===== src/rtl/axi_pkg.sv =====
// Shared AXI constants and the axi_to_fifo state encoding.
package axi_pkg;

  localparam logic [1:0] AXI_BURST_INCR = 2'b01;
  localparam logic [1:0] AXI_RESP_OKAY = 2'b00;
  localparam int unsigned AXI_4K_BOUNDARY = 4096;

  typedef enum logic [1:0] {
    IDLE,
    ADDR,
    DATA
  } axi_to_fifo_state_t;

endpackage


===== src/rtl/axi_burst_splitter.sv =====
// Picks the beat count of the next AR burst: min(remaining, MAX_BURST_BEATS, beats to next 4 KiB).
module axi_burst_splitter
  import axi_pkg::*;
#(
  parameter int unsigned AXI_DATA_WIDTH  = 64,
  parameter int unsigned MAX_BURST_BEATS = 16,
  parameter int unsigned CNT_WIDTH       = 14
) (
  input  logic [11:0]          page_off,
  input  logic [CNT_WIDTH-1:0] remaining,
  output logic [8:0]           n
);

  localparam int unsigned OFF = $clog2(AXI_DATA_WIDTH / 8);

  logic [12:0] bytes_to_4k;
  logic [16:0] beats_to_4k;
  logic [16:0] rem_ext;
  logic [16:0] lim;

  assign bytes_to_4k = 13'(AXI_4K_BOUNDARY) - {1'b0, page_off};
  assign beats_to_4k = 17'(bytes_to_4k >> OFF);
  assign rem_ext     = 17'(remaining);

  always_comb begin
    lim = rem_ext;
    if (17'(MAX_BURST_BEATS) < lim) lim = 17'(MAX_BURST_BEATS);
    if (beats_to_4k < lim) lim = beats_to_4k;
  end

  assign n = 9'(lim);

endmodule


===== src/rtl/axi_to_fifo.sv =====
// Read-DMA: fetches [addr, addr+len) over AXI4 AR/R and pushes each beat into a FIFO.
// Define AXI_TO_FIFO_RRESP_CHECK_EN to flag non-OKAY read responses on error.
module axi_to_fifo
  import axi_pkg::*;
#(
  parameter int unsigned AXI_ADDR_WIDTH  = 32,
  parameter int unsigned AXI_DATA_WIDTH  = 64,
  parameter int unsigned MAX_BURST_BEATS = 16
) (
  input  logic                      clk,
  input  logic                      rst,
  input  logic                      start,
  input  logic [AXI_ADDR_WIDTH-1:0] addr,
  input  logic [15:0]               len,
  output logic                      busy,
  output logic                      error,
  output logic [AXI_ADDR_WIDTH-1:0] araddr,
  output logic [7:0]                arlen,
  output logic [2:0]                arsize,
  output logic [1:0]                arburst,
  output logic                      arvalid,
  input  logic                      arready,
  input  logic [AXI_DATA_WIDTH-1:0] rdata,
  input  logic [1:0]                rresp,
  input  logic                      rlast,
  input  logic                      rvalid,
  output logic                      rready,
  output logic                      fifo_wr_en,
  output logic [AXI_DATA_WIDTH-1:0] fifo_wr_data,
  input  logic                      fifo_full
);

  localparam int unsigned BYTES = AXI_DATA_WIDTH / 8;
  localparam int unsigned OFF   = $clog2(BYTES);
  localparam int unsigned CW    = 17 - OFF;

  axi_to_fifo_state_t state_q, state_d;

  logic [AXI_ADDR_WIDTH-1:0] cur_addr_q, araddr_q, ar_src;
  logic [CW-1:0]             remaining_q, beats_in, split_rem;
  logic [7:0]                arlen_q;
  logic [8:0]                split_n, burst_beats;
  logic [16:0]               len_round;
  logic                      start_ok, ar_fire, beat, load_ar;

  assign len_round   = {1'b0, len} + 17'(BYTES - 1);
  assign beats_in    = CW'(len_round >> OFF);
  assign start_ok    = (state_q == IDLE) && start && (len != 16'd0);
  assign ar_fire     = arvalid && arready;
  assign beat        = rvalid && rready;
  assign burst_beats = {1'b0, arlen_q} + 9'd1;

  // The next burst is sized from the incoming request in IDLE, else from the running cursor.
  assign load_ar   = start_ok || ((state_q == DATA) && beat && rlast && (remaining_q != '0));
  assign ar_src    = (state_q == IDLE) ? addr : cur_addr_q;
  assign split_rem = (state_q == IDLE) ? beats_in : remaining_q;

  axi_burst_splitter #(
    .AXI_DATA_WIDTH (AXI_DATA_WIDTH),
    .MAX_BURST_BEATS(MAX_BURST_BEATS),
    .CNT_WIDTH      (CW)
  ) u_splitter (
    .page_off (ar_src[11:0]),
    .remaining(split_rem),
    .n        (split_n)
  );

  always_comb begin
    state_d = state_q;
    arvalid = 1'b0;
    rready  = 1'b0;
    unique case (state_q)
      IDLE: if (start_ok) state_d = ADDR;
      ADDR: begin
        arvalid = 1'b1;
        if (arready) state_d = DATA;
      end
      DATA: begin
        rready = !fifo_full;
        if (rvalid && !fifo_full && rlast) state_d = (remaining_q == '0) ? IDLE : ADDR;
      end
      default: state_d = IDLE;
    endcase
  end

  always_ff @(posedge clk or posedge rst) begin
    if (rst) begin
      state_q     <= IDLE;
      cur_addr_q  <= '0;
      remaining_q <= '0;
      araddr_q    <= '0;
      arlen_q     <= '0;
    end else begin
      state_q <= state_d;
      if (load_ar) begin
        araddr_q <= ar_src;
        arlen_q  <= 8'(split_n - 9'd1);
      end
      if (start_ok) begin
        cur_addr_q  <= addr;
        remaining_q <= beats_in;
      end else if (ar_fire) begin
        cur_addr_q  <= araddr_q + (AXI_ADDR_WIDTH'(burst_beats) << OFF);
        remaining_q <= remaining_q - CW'(burst_beats);
      end
    end
  end

`ifdef AXI_TO_FIFO_RRESP_CHECK_EN
  logic error_q;

  always_ff @(posedge clk or posedge rst) begin
    if (rst) begin
      error_q <= 1'b0;
    end else if (start_ok) begin
      error_q <= 1'b0;
    end else if (beat && (rresp != AXI_RESP_OKAY)) begin
      error_q <= 1'b1;
    end
  end

  assign error = error_q;
`else
  logic unused_rresp;
  assign unused_rresp = ^rresp;
  assign error        = 1'b0;
`endif

  assign busy         = (state_q != IDLE);
  assign araddr       = araddr_q;
  assign arlen        = arlen_q;
  assign arsize       = 3'(OFF);
  assign arburst      = AXI_BURST_INCR;
  assign fifo_wr_en   = beat;
  assign fifo_wr_data = rdata;

endmodule

===== config.mk =====
export PLATFORM = sky130hd
export DESIGN_NAME = axi_to_fifo
export DESIGN_NICKNAME = d
export VERILOG_FILES = /design/src/rtl/axi_pkg.sv /design/src/rtl/axi_burst_splitter.sv /design/src/rtl/axi_to_fifo.sv
export SDC_FILE = /design/constraint.sdc
export NUM_CORES = 1
export LEC_CHECK = 0
export CAP_MARGIN = 10
export CORE_UTILIZATION = 47
export DETAILED_ROUTE_END_ITERATION = 10
export PLACE_DENSITY = 0.93
export RECOVER_POWER = 25
export SYNTH_ARGS = -nofsm -noshare
export SYNTH_HDL_FRONTEND = slang
export SYNTH_SLANG_ARGS = --single-unit

===== constraint.sdc =====
create_clock -name clk -period 6.9 [get_ports clk]
set_clock_uncertainty 0.2 [all_clocks]
set_input_delay 1.035 -clock clk [delete_from_list [all_inputs] [get_ports clk]]
set_output_delay 1.035 -clock clk [all_outputs]
set_load 0.05 [all_outputs]

==> impl_metrics.py <==
metrics = {
    "timing": {
        "rsz0062_at_grt": "false",
        "slew_violations": 83,
        "post-route-min-period_ns": 6.417,
        "hold_viol_final": 0,
        "setup_ws_ns": 0.4827,
        "tns_ns": 0,
        "max-slew-margin-rel_pct": -27.90,
        "fmax_ghz": 0.1558,
        "finalSetupViolations": 0,
        "max_slew.worst_pin.slew_ns": 1.908,
        "timing.hold.ws_ns": 0.3094,
        "fin_crit_sh_pct": 93.00,
    },
    "detailed_routing": {
        "num_vias": 6073,
        "wl_per_cell_um": 17.50,
        "drc": 1,
        "antenna_left": 0,
        "dr.first_iter.drc_count": 501,
        "drt-total-wl_um": 17850,
        "viasPerCell": 5.954,
        "first_pass_iters": 10,
    },
    "min_path": {
        "hp-class": "reg -> reg",
        "hold_depth": 2,
    },
    "finish": {
        "final_cell_mix": "101 x nand2_1, 97 x clkdlybuf4s50_1, 88 x dfrtp_1, 64 x nor2_1, 48 x o21ai_0",
        "fin_cells": 1020,
        "fillCellCount": 1203,
        "nNetsFinal": 988,
        "areaGrowthSynthToFinish_pct": 13.86,
        "final_common_cell": "nand2_1",
        "diodes": 0,
        "final_layout_size_suffix_gt1_share_pct": 4.524,
    },
    "power": {
        "max-vdd-ir-drop_uv": 397.3,
        "power_frac_seq_pct": 23.6,
        "pwr-share-clk_pct": 11.6,
        "switchingPower_mw": 2.358,
        "power_density_mw_per_mm2": 596.2,
        "comb_power_share_pct": 64.8,
        "total_leakage_power_nw": 3.187,
        "p_sw_share_pct": 51.44,
        "power_mw": 4.584,
        "p_int_mw": 2.226,
    },
    "cts": {
        "cts-root-buf": "clkbuf_16",
        "cts_hold_buffers": 0,
        "cts_tree": "built",
        "cts_num_sinks": 88,
        "clk_pin_slew_worst_paths_ns": 0.07,
        "ctsResizeCount": 0,
        "clock_path_buffers": 2,
        "post_cts_buffers": 0,
        "htreeDepth": 3,
        "insertion_delay_ns": 0.35,
        "numCtsBuffers": 9,
    },
    "die": {
        "fp.dieH_um": 121.9,
        "core_area_mm2": 0.01393,
        "die_w_um": 121.9,
        "start_util_pct": 48.46,
        "ios": 235,
        "design.die.area_mm2": 0.01485,
        "rows": 43,
    },
    "placed_design": {
        "place_ws_ns": 0.1745,
        "dp_hpwl_um": 12440,
        "numPortBuffers": 98,
        "gp_congestion": 0.8935,
        "placed_cells": 1006,
    },
    "yosys": {
        "syn_area_mm2": 0.006753,
        "synthTopCellsByArea": "dfrtp_1 33%, buf_4 7.9%, nand2_1 5.7%, ha_1 5.2%, xnor2_1 5.1%",
        "synth_edf_count": 0,
        "async_flop_share_pct": 100.0,
        "yosysTopAreaCellShare_pct": 32.61,
        "syn_avg_cell_area_um2": 8.235,
        "synth_flop_cell": "dfrtp_1",
        "synthCells": 820,
        "ys_seq_area_share_pct": 32.61,
        "ys_seq_elements": 88,
        "synth_top_cell_by_area": "dfrtp_1",
        "yosys_warnings": 0,
        "synthDistinctLibCells": 63,
    },
    "status": {
        "status": "finished, violations left",
        "violations": "design-rule violations, max-capacitance violations, max-slew violations",
    },
    "critical_path": {
        "crit_type": "in -> reg",
        "cp_max_fo": 12,
        "required_ns": 6.97,
        "crit_chain": "clkdlybuf4s50_1 > or4_1 > nor4_1 > o21ai_0 > or4_1 > o211ai_1 > inv_1 > ha_1 > a21o_1 > a21o_1 > a21oi_1 > nor2b_1 > o211a_1 > a31oi_4 > mux2_2 > ha_1 > inv_1 > nor4_1 > xnor2_1 > mux2_2 > a21oi_1",
        "cp-startpoint": "addr[3]",
        "crit_path_end_kind": "register",
        "rrSetupSlack_ns": 1.18,
        "rr_worst_depth": 20,
        "critPathLaunchType": "input port",
        "reg2reg_from": "state_q[1]",
        "cpPeakStageDelay_ns": 0.67,
        "rr_endpoint": "arlen[6]",
        "critPathCapture": "arlen[6]",
        "crit_slowest_cell": "or4_1",
        "arrival_ns": 6.49,
    },
    "grt": {
        "grt_pass1_wl_um": 28410,
        "overflow": 0,
        "grtUsageTotal_pct": 24.64,
        "antenna_found_initial": 0,
        "grt_max_degree": 51,
        "grt_pass1_vias": 5822,
    },
    "run": {
        "maxCapViolations": 2,
    },
}
-- how the worst min path moves through the flow --
| stage | startpoint | end | slack (ns) |
|---|---|---|---|
| final | cur_addr_q[21] | cur_addr_q[21] | 0.31 |
| after global routing | cur_addr_q[10] | cur_addr_q[10] | 0.34 |
| after CTS | cur_addr_q[21] | cur_addr_q[21] | 0.31 |
| after detailed placement | cur_addr_q[21] | cur_addr_q[21] | 0.29 |
| after global placement | cur_addr_q[18] | cur_addr_q[18] | 0.29 |
| after floorplan | cur_addr_q[10] | cur_addr_q[10] | 0.27 |
-- cell usage after synthesis (8+ instances only) --
cell type,count
or4_1,9
nand2_1,102
nor2_1,66
and3_1,9
a22oi_1,32
a21oi_1,31
clkbuf_1,29
ha_1,28
xnor2_1,39
inv_1,35
nor3_1,23
nand3_1,20
nand2b_1,10
buf_4,71
o21ai_0,48
xor2_1,22
a31oi_1,34
dfrtp_1,88
mux2i_1,8
-- metal layers --
layer | vias up | GRT usage [%] | share of wire (%)
met5 | - | 0 | 0
met4 | 0 | 9.336 | 2.3
met3 | 39 | 7.491 | 9.3
met2 | 291 | 41.17 | 48
met1 | 2892 | 29.63 | 40
li1 | 2851 | - | -
-- power by group through the flow --
stage | sequential (mW) | clock, mW | combinational, mW
6_report | 1.08 | 0.531 | 2.97
5_1_grt | 1.12 | 0.556 | 3.23
4_1_cts | 1.08 | 0.538 | 2.95
3_5_place_dp | 1.08 | 0 | 2.94
3_3_place_gp | 1.06 | 0 | 2.84
2_1_floorplan | 1.41 | 0 | 1.89
-- per-stage QoR --
step	cell area (um2)	util [%]
CTS	7692	55.20
global route	7689	55.18
detailed placement	7382	52.98
floorplan	6787	-
finish	7689	55.18
global placement	7382	52.98
-- final cells by class --
type	count	area [um2]	area share, %
Timing Repair Buffer	106	1037	13.49
Clock inverter	3	67.56	0.8788
Inverter	35	132.6	1.725
Sequential cell	88	2202	28.64
Clock buffer	11	242.7	3.157
Multi-Input combinational cell	597	3781	49.18
Tap cell	180	225.2	2.929
-- kinds of logic (layout without fill, tap and decap cells) --
| kind of cell | count (synthesis) | after routing | synth area share, % |
|---|---|---|---|
| other cells | 2 | 11 | 0.1112 |
| buf+inv | 144 | 155 | 12.10 |
| fa+ha+maj | 30 | 30 | 5.781 |
| compound gates | 198 | 198 | 19.08 |
| simple gates | 285 | 285 | 20.49 |
| xor+xnor | 61 | 61 | 7.912 |
| mux | 12 | 12 | 1.908 |
| flops | 88 | 88 | 32.61 |
-- flip-flops by register name (all words and copies together), names as in the netlist --
signal,cells
araddr,32
arlen,8
remaining_q,14
cur_addr_q,32
state_q,2
-- critical path: cells and delay by family --
kind | cells | cell delay [ns]
and+or+nand+nor | 5 | 2.05
xor gates and xnor gates | 1 | 0.10
buffers and inverters | 3 | 0.74
muxes | 2 | 0.55
AOI/OAI and AO/OA | 8 | 1.57
adders and majority gates | 2 | 0.44
Note: power is estimated with default switching activity, not from simulation.
